--- config.mk ---
export PLATFORM = sky130hd
export DESIGN_NAME = fetch
export DESIGN_NICKNAME = d
export VERILOG_FILES = /design/src/rtl/fetch_pkg.sv /design/src/rtl/fetch_wait_counter.sv /design/src/rtl/fetch.sv
export SDC_FILE = /design/constraint.sdc
export NUM_CORES = 1
export LEC_CHECK = 0
export CAP_MARGIN = 20
export CORE_ASPECT_RATIO = 0.75
export CORE_MARGIN = 2
export CORE_UTILIZATION = 30
export DETAILED_ROUTE_END_ITERATION = 8
export GPL_TIMING_DRIVEN = 0
export PLACE_DENSITY = 0.74
export SETUP_SLACK_MARGIN = 0.3
export SLEW_MARGIN = 20
export SYNTH_ARGS = -nofsm -noshare
export SYNTH_HDL_FRONTEND = slang
export SYNTH_SLANG_ARGS = --single-unit
--- constraint.sdc ---
create_clock -name clk -period 2.9 [get_ports clk]
set_input_delay 0.435 -clock clk [delete_from_list [all_inputs] [get_ports clk]]
set_output_delay 0.435 -clock clk [all_outputs]
set_load 0.05 [all_outputs]
--- src/rtl/fetch_pkg.sv ---
// Shared types and constants for the instruction-fetch stage.
package fetch_pkg;

  typedef enum logic [2:0] {
    IDLE,
    FETCH,
    DECODE,
    WAIT,
    HALT
  } fetch_state_t;

  localparam int unsigned WAIT_W = 5;
  localparam logic [31:0] DEFAULT_RESET_PC = 32'h0000_0000;

endpackage

--- src/rtl/fetch_wait_counter.sv ---
// Execute-stall countdown: loaded with w-1 on accept, done while the count is 1.
module fetch_wait_counter
  import fetch_pkg::*;
(
  input  logic              clk,
  input  logic              rst,
  input  logic              load,
  input  logic [WAIT_W-1:0] load_val,
  input  logic              tick,
  output logic              done
);

  logic [WAIT_W-1:0] cnt_q;
  logic [WAIT_W-1:0] cnt_d;

  always_comb begin
    cnt_d = cnt_q;
    if (load) begin
      cnt_d = load_val;
    end else if (tick && (cnt_q != '0)) begin
      cnt_d = cnt_q - WAIT_W'(1);
    end
  end

  always_ff @(posedge clk) begin
    if (rst) begin
      cnt_q <= '0;
    end else begin
      cnt_q <= cnt_d;
    end
  end

  assign done = (cnt_q == WAIT_W'(1));

endmodule

--- src/rtl/fetch.sv ---
// Instruction-fetch stage: owns the PC, reads the 1-cycle BRAM and sequences
// replay, execute stall and halt from decode feedback.
module fetch
  import fetch_pkg::*;
#(
  parameter logic [31:0] RESET_PC = DEFAULT_RESET_PC,
  parameter int unsigned ADDR_W   = 16
) (
  input  logic              clk,
  input  logic              rst,
  input  logic              start,
  output logic [ADDR_W-1:0] imem_addr,
  input  logic [31:0]       imem_rdata,
  output logic [31:0]       pc,
  output logic [31:0]       inst,
  output logic              inst_valid,
  input  logic [31:0]       npc,
  input  logic              hazard,
  input  logic              stop,
  input  logic [WAIT_W-1:0] wait_time,
  output logic              busy,
  output logic              halted,
  output logic [31:0]       retired
);

  fetch_state_t state_q, state_d;
  logic [31:0]  pc_q, pc_d;
  logic [31:0]  retired_q, retired_d;
  logic         replay_q, replay_d;

  logic              cnt_load;
  logic              cnt_tick;
  logic              cnt_done;
  logic [WAIT_W-1:0] w_eff;

  // A zero latency still needs one cycle, so it behaves exactly like w=1.
  assign w_eff = (wait_time == '0) ? WAIT_W'(1) : wait_time;

  fetch_wait_counter u_wait (
    .clk      (clk),
    .rst      (rst),
    .load     (cnt_load),
    .load_val (w_eff - WAIT_W'(1)),
    .tick     (cnt_tick),
    .done     (cnt_done)
  );

  always_comb begin
    state_d   = state_q;
    pc_d      = pc_q;
    retired_d = retired_q;
    replay_d  = replay_q;
    cnt_load  = 1'b0;
    cnt_tick  = 1'b0;
    unique case (state_q)
      IDLE: begin
        if (start) state_d = FETCH;
      end
      FETCH: begin
        state_d = DECODE;
      end
      DECODE: begin
        // The replay flag limits hazard to one extra decode cycle per instruction.
        if (hazard && !replay_q) begin
          replay_d = 1'b1;
        end else if (stop) begin
          state_d = HALT;
        end else begin
          pc_d      = npc & ~32'h3;
          retired_d = retired_q + 32'd1;
          replay_d  = 1'b0;
          if (w_eff == WAIT_W'(1)) begin
            state_d = FETCH;
          end else begin
            state_d  = WAIT;
            cnt_load = 1'b1;
          end
        end
      end
      WAIT: begin
        cnt_tick = 1'b1;
        if (cnt_done) state_d = FETCH;
      end
      HALT: begin
        state_d = HALT;
      end
      default: begin
        state_d = IDLE;
      end
    endcase
  end

  always_ff @(posedge clk) begin
    if (rst) begin
      state_q   <= IDLE;
      pc_q      <= RESET_PC;
      retired_q <= '0;
      replay_q  <= 1'b0;
    end else begin
      state_q   <= state_d;
      pc_q      <= pc_d;
      retired_q <= retired_d;
      replay_q  <= replay_d;
    end
  end

  assign imem_addr  = pc_q[ADDR_W+1:2];
  assign pc         = pc_q;
  assign inst_valid = (state_q == DECODE);
  assign inst       = inst_valid ? imem_rdata : '0;
  assign busy       = (state_q == FETCH) || (state_q == DECODE) || (state_q == WAIT);
  assign halted     = (state_q == HALT);
  assign retired    = retired_q;

endmodule

== After elaboration in Yosys (flattened, before gate mapping) ==
Index checks and enable logic that the tools add are counted.
Word-level totals
  flip-flop bits (word level): 71
  input bits: 74
Operators by class
  reductions and logical operators: 12
  equal/unequal tests: 10
  bitwise operators: 2
  add/subtract/negate cells: 3
  mux-type cells: 17
Operators with widths (number)
  $add A32 B1 Y32 const B: 1
  $mux W32: 1
  $mux W5: 3
  $pmux W3 S5: 1
  $mux W3: 4
  $eq A5 B1 Y1 const B: 2
  $sub A5 B1 Y5 const B: 2
  $mux W1: 7
  $eq A3 B2 Y1 const B: 2
  $ne A2 B2 Y1 const B: 3
  $reduce_and A3 Y1: 2
  $logic_not A5 Y1: 1
  $reduce_bool A5 Y1: 1
  $eq A3 B1 Y1 const B: 1
  $eq A3 B3 Y1 const B: 1
  $logic_not A3 Y1: 1
  $logic_and A1 B1 Y1: 2
  $logic_or A1 B1 Y1: 2
  $mux W2: 1
  $ne A2 B1 Y1 const B: 1
  $not A1 Y1: 2
  $reduce_and A2 Y1: 1
  $reduce_bool A2 Y1: 1
  $logic_not A1 Y1: 1

== Logic depth before layout (Yosys ltp) ==
  depth after elaboration: 8
  gate-level depth with buffers: 9
  depth with buffers taken out: 8

== Cells and area by module ==
A second synthesis with hierarchy kept.
Second synthesis, totals
  cells, all modules: 450
  area total of the unflattened synthesis: 3534.6 sq um
Modules (own cells, without submodules)
  fetch: area an instance 3201.8 sq um, sequential area each 1321.3 sq um, instances 1, cells each 410
  fetch_wait_counter: area an instance 332.8 sq um, sequential area each 100.1 sq um, instances 1, cells each 40

== Worst setup path after synthesis ==
OpenSTA, ideal clock, no wires.
  path kind: register -> output
  start: reg state_q[0]
  end: out inst[22]
  slack: 0.508 ns
  cell stages (with the launch flop): 6
  data arrival time: 1.957 ns
  cells stage by stage: dfxtp_1 > buf_4 > nor3b_2 > buf_4 > clkbuf_1 > and2_1
Between the ends
  word-level cells in the longest chain between the ends: 2
RTL lines
  start, declared: line fetch.sv:26  | fetch_state_t state_q, state_d;
  start signal, assigned: line fetch.sv:100  | state_q <= state_d;
  $eq A3 B2 Y1: line fetch.sv:109  | assign inst_valid = (state_q == DECODE);
  named net inst_valid: line fetch.sv:16  | output logic inst_valid,
  $mux W32: line fetch.sv:110  | assign inst = inst_valid ? imem_rdata : '0;
  end, declared: line fetch.sv:15  | output logic [31:0] inst,
The timed path passes the listed nets, and every way through them passes these cells.

== Worst setup path in the final report ==
  start: in stop
  end: reg retired_q[26] (netlist: retired[26])
Between the ends
  word-level cells in the longest chain between the ends: 2
RTL lines
  start, declared: line fetch.sv:19  | input logic stop,
  $not A1 Y1 (no source line)
  $reduce_and A3 Y1 (no source line)
  end signal, assigned: line fetch.sv:102  | retired_q <= retired_d;
  end, declared: line fetch.sv:28  | logic [31:0] retired_q, retired_d;
Every way passes these cells.
A chain may end at the register's enable or synchronous reset.

==> reports/results.ini <==
[outcome]
outcome=complete, no violations

[global_route]
grt_pass1_vias=3887
grt_usage_pct=17.2
busiest_layer=met2
met1_usage_pct=20.4
grt_pass1_wl_mm=18.7
grt-ovfl-total=0
use_met3_pct=4.55
antenna_found_initial=0
grt_use_met2_pct=30.7
grt_max_degree=11

[logic_synthesis]
synthMuxAreaShare_pct=3.21
yosysUniqueCellTypes=50
synth_area_leaders=dfxtp_1 38%, nand2_1 7.3%, a21oi_1 7.0%, and2_1 6.1%, buf_4 4.0%
synthAdderAreaFrac_pct=1.99
synth-compound-area-share_pct=12.8
yosysTopAreaCell=dfxtp_1
synthSimpleGateAreaFrac_pct=34.0
syn-cell-area_mm2=0.00378
seq_area_frac_synth_pct=37.6
synth_seq_cells=71
synth-edff-count=0
synth_top_family_by_area=simple AND/OR/NAND/NOR gates
synth-main-ff-cell=dfxtp_1
synthesis.instances=465
yosys_warnings=0
async_flop_share_pct=0
synth.avg_cell_area_um2=8.12
synth_xor_area_share_pct=2.09
synth_top_cell_area_share_pct=37.6

[setup_path]
cp_slowest_cell=clkdlybuf4s50_1
slowest_delay_ns=0.54
r2r_end=retired[26]
crit_path_start=stop
worst_ep_arrival_time_ns=2.70
setup.worst_path.end_class=flop
worstPathRequired_ns=3.12
worstSetupPathType=in2reg
crit_chain=clkdlybuf4s50_1 -> nor2b_1 -> nand3_1 -> clkbuf_1 -> nor4_1 -> mux2_2
crit_buf_inv=2
cp_max_fo=10
r2r_cells=6
r2r_start=retired[0]
r2r_slack_ns=0.58
path_delay_family=simple AND/OR/NAND/NOR gates
start_kind=input port

[drt]
first_iter_violations=242
routedWlPerCell_um=14.4
dr.pass1.iters=5
drtAntennaViolNets=0
drc=0
routed_via_density=4.89
wirelength_mm=11.9
vias=4062

[timing]
final-setup-viol-count=0
slew_headroom_pct=60.9
max_freq_ghz=0.404
hold_slack_ns=0.456
rsz0062_at_grt=no
fin_setup_tns_ns=0
period_share_pct=85.5
drv_slew=0
finalHoldViolCount=0
finalCriticalPeriod_ns=2.48
worst_slew_pin_slew_ns=0.586
fin_worst_skew_ns=0.00469

[clock_tree]
cts_root_buffer=clkbuf_16
cts_setup_buffers=0
ctsHtreeMaxLevel=3
cts.sinks=71
cts-buffers-inserted=9
cts_tree=built
clock_latency_ns=0.33
cts_buffer_depth=2
path_clk_slew_ns=0.05
postCtsHoldBufs=0

[floorplanning]
die-area_mm2=0.0135
rows=35
io_pins=189
die-width_um=134
start_util_pct=30.8
die_h_um=101
core_area_mm2=0.0123

[min_path]
hold_path.class=reg2reg
min_from=pc[30]
hold_path_end=pc[30]
hold_depth=2

[layout]
final_common_cell=clkdlybuf4s50_1
diodes=0
syn2layout_area_growth_pct=62.2
final_nets=741
final_cell_mix=149 x clkdlybuf4s50_1, 73 x nand2_1, 71 x dfxtp_1, 53 x a21oi_1, 37 x and2_1
layout-drive-gt1-share_pct=13.7

[placement]
hpwl_mm=9.23
port_buffers=184
gp_congestion=0.862

[pwr]
cellPowerDensity_mw_per_mm2=400
p_leak_nw=2.21
max-vdd-ir-drop_mv=0.269

[run]
cap_violations=0

==> power breakdown <==
group,internal [mW],switching [mW]
combinational,0.191,0.252
clock,0.615,0.392
sequential,0.990,0.0106
==> synth_stat cells (5+ instances only) <==
cell       n
a21oi_1   53
and2_1    37
and3_1     6
and4_1     5
buf_4     20
clkbuf_1  21
dfxtp_1   71
ha_1       6
inv_1      9
mux2_2     7
nand2_1   73
nand3_1    9
nand4_1   14
nor2_1    21
nor2b_1   11
nor3_1     5
nor4_1    11
o21ai_0    5
o31ai_1   12
or3_1      6
or4_1     12
xnor2_1    5
==> area by class of cell <==
| cell class | instances | area, um^2 |
|---|---|---|
| Multi-Input combinational cell | 338 | 2060 |
| Clock inverter | 1 | 5.00 |
| Clock buffer | 13 | 260 |
| Inverter | 9 | 33.8 |
| Buffer | 48 | 279 |
| Tap cell | 166 | 208 |
| Timing Repair Buffer | 184 | 1860 |
| Fill cell | 1122 | 6140 |
| Sequential cell | 71 | 1420 |
==> what timing repair did <==
item,in CTS,in global routing
gates cloned,0,0
resized for setup,105,10
setup endpoints to repair,33,32
hold endpoints to repair,0,0
==> registers in the layout, indices dropped and copies added (netlist names) <==
signal and count:
state_q 3, retired 32, replay_q 1, pc 30
u_wait.cnt_q 5
==> worst reg2reg max path, cell delays in order (launching register included) <==
cell	delay (ns)
dfxtp_1	0.38
ha_1	0.15
nor2b_1	0.24
nand3_1	0.31
clkbuf_1	0.34
nor4_1	0.41
mux2_2	0.38
==> how the worst max path moves through the flow <==
stage	slack (ns)	depth (start not counted)	end
floorplan	0.51	5	inst[22]
global placement	0.11	10	u_wait.cnt_q[1]
detailed placement	0.06	10	u_wait.cnt_q[1]
CTS	0.26	6	inst[30]
global route	0.30	6	inst[6]
finish	0.42	6	retired[26]
==> through the flow <==
step | setup WS [ns] | std cells | area [um^2] | power (mW) | util, %
floorplan | 0.508 | 466 | 3780 | 1.27 | -
global placement | 0.112 | 816 | 5830 | 1.47 | 47.5
detailed placement | 0.0638 | 816 | 5830 | 1.47 | 47.5
CTS | 0.263 | 830 | 6110 | 2.47 | 49.8
global route | 0.302 | 830 | 6130 | 2.53 | 50.0
finish | 0.422 | 830 | 6130 | 2.45 | 50.0
==> cells by family (layout without fill, tap and decap cells) <==
family                     count (synthesis)  in the layout
and+or+nand+nor                          228            228
DFF                                       71             71
xor gates and xnor gates                   9              9
muxes                                     11             11
AOI/OAI and AO/OA                         82             82
other                                      1              2
adders and majority gates                  6              6
buffers and inverters                     57            255
==> per-layer routing <==
layer	vias to the layer above	part of all wire, %	wire [um]
li1	2009	-	-
met1	1863	42	4970
met2	173	50	5950
met3	17	6.9	829
met4	0	1.6	187
met5	-	0	0
(Power assumes the default switching activity.)
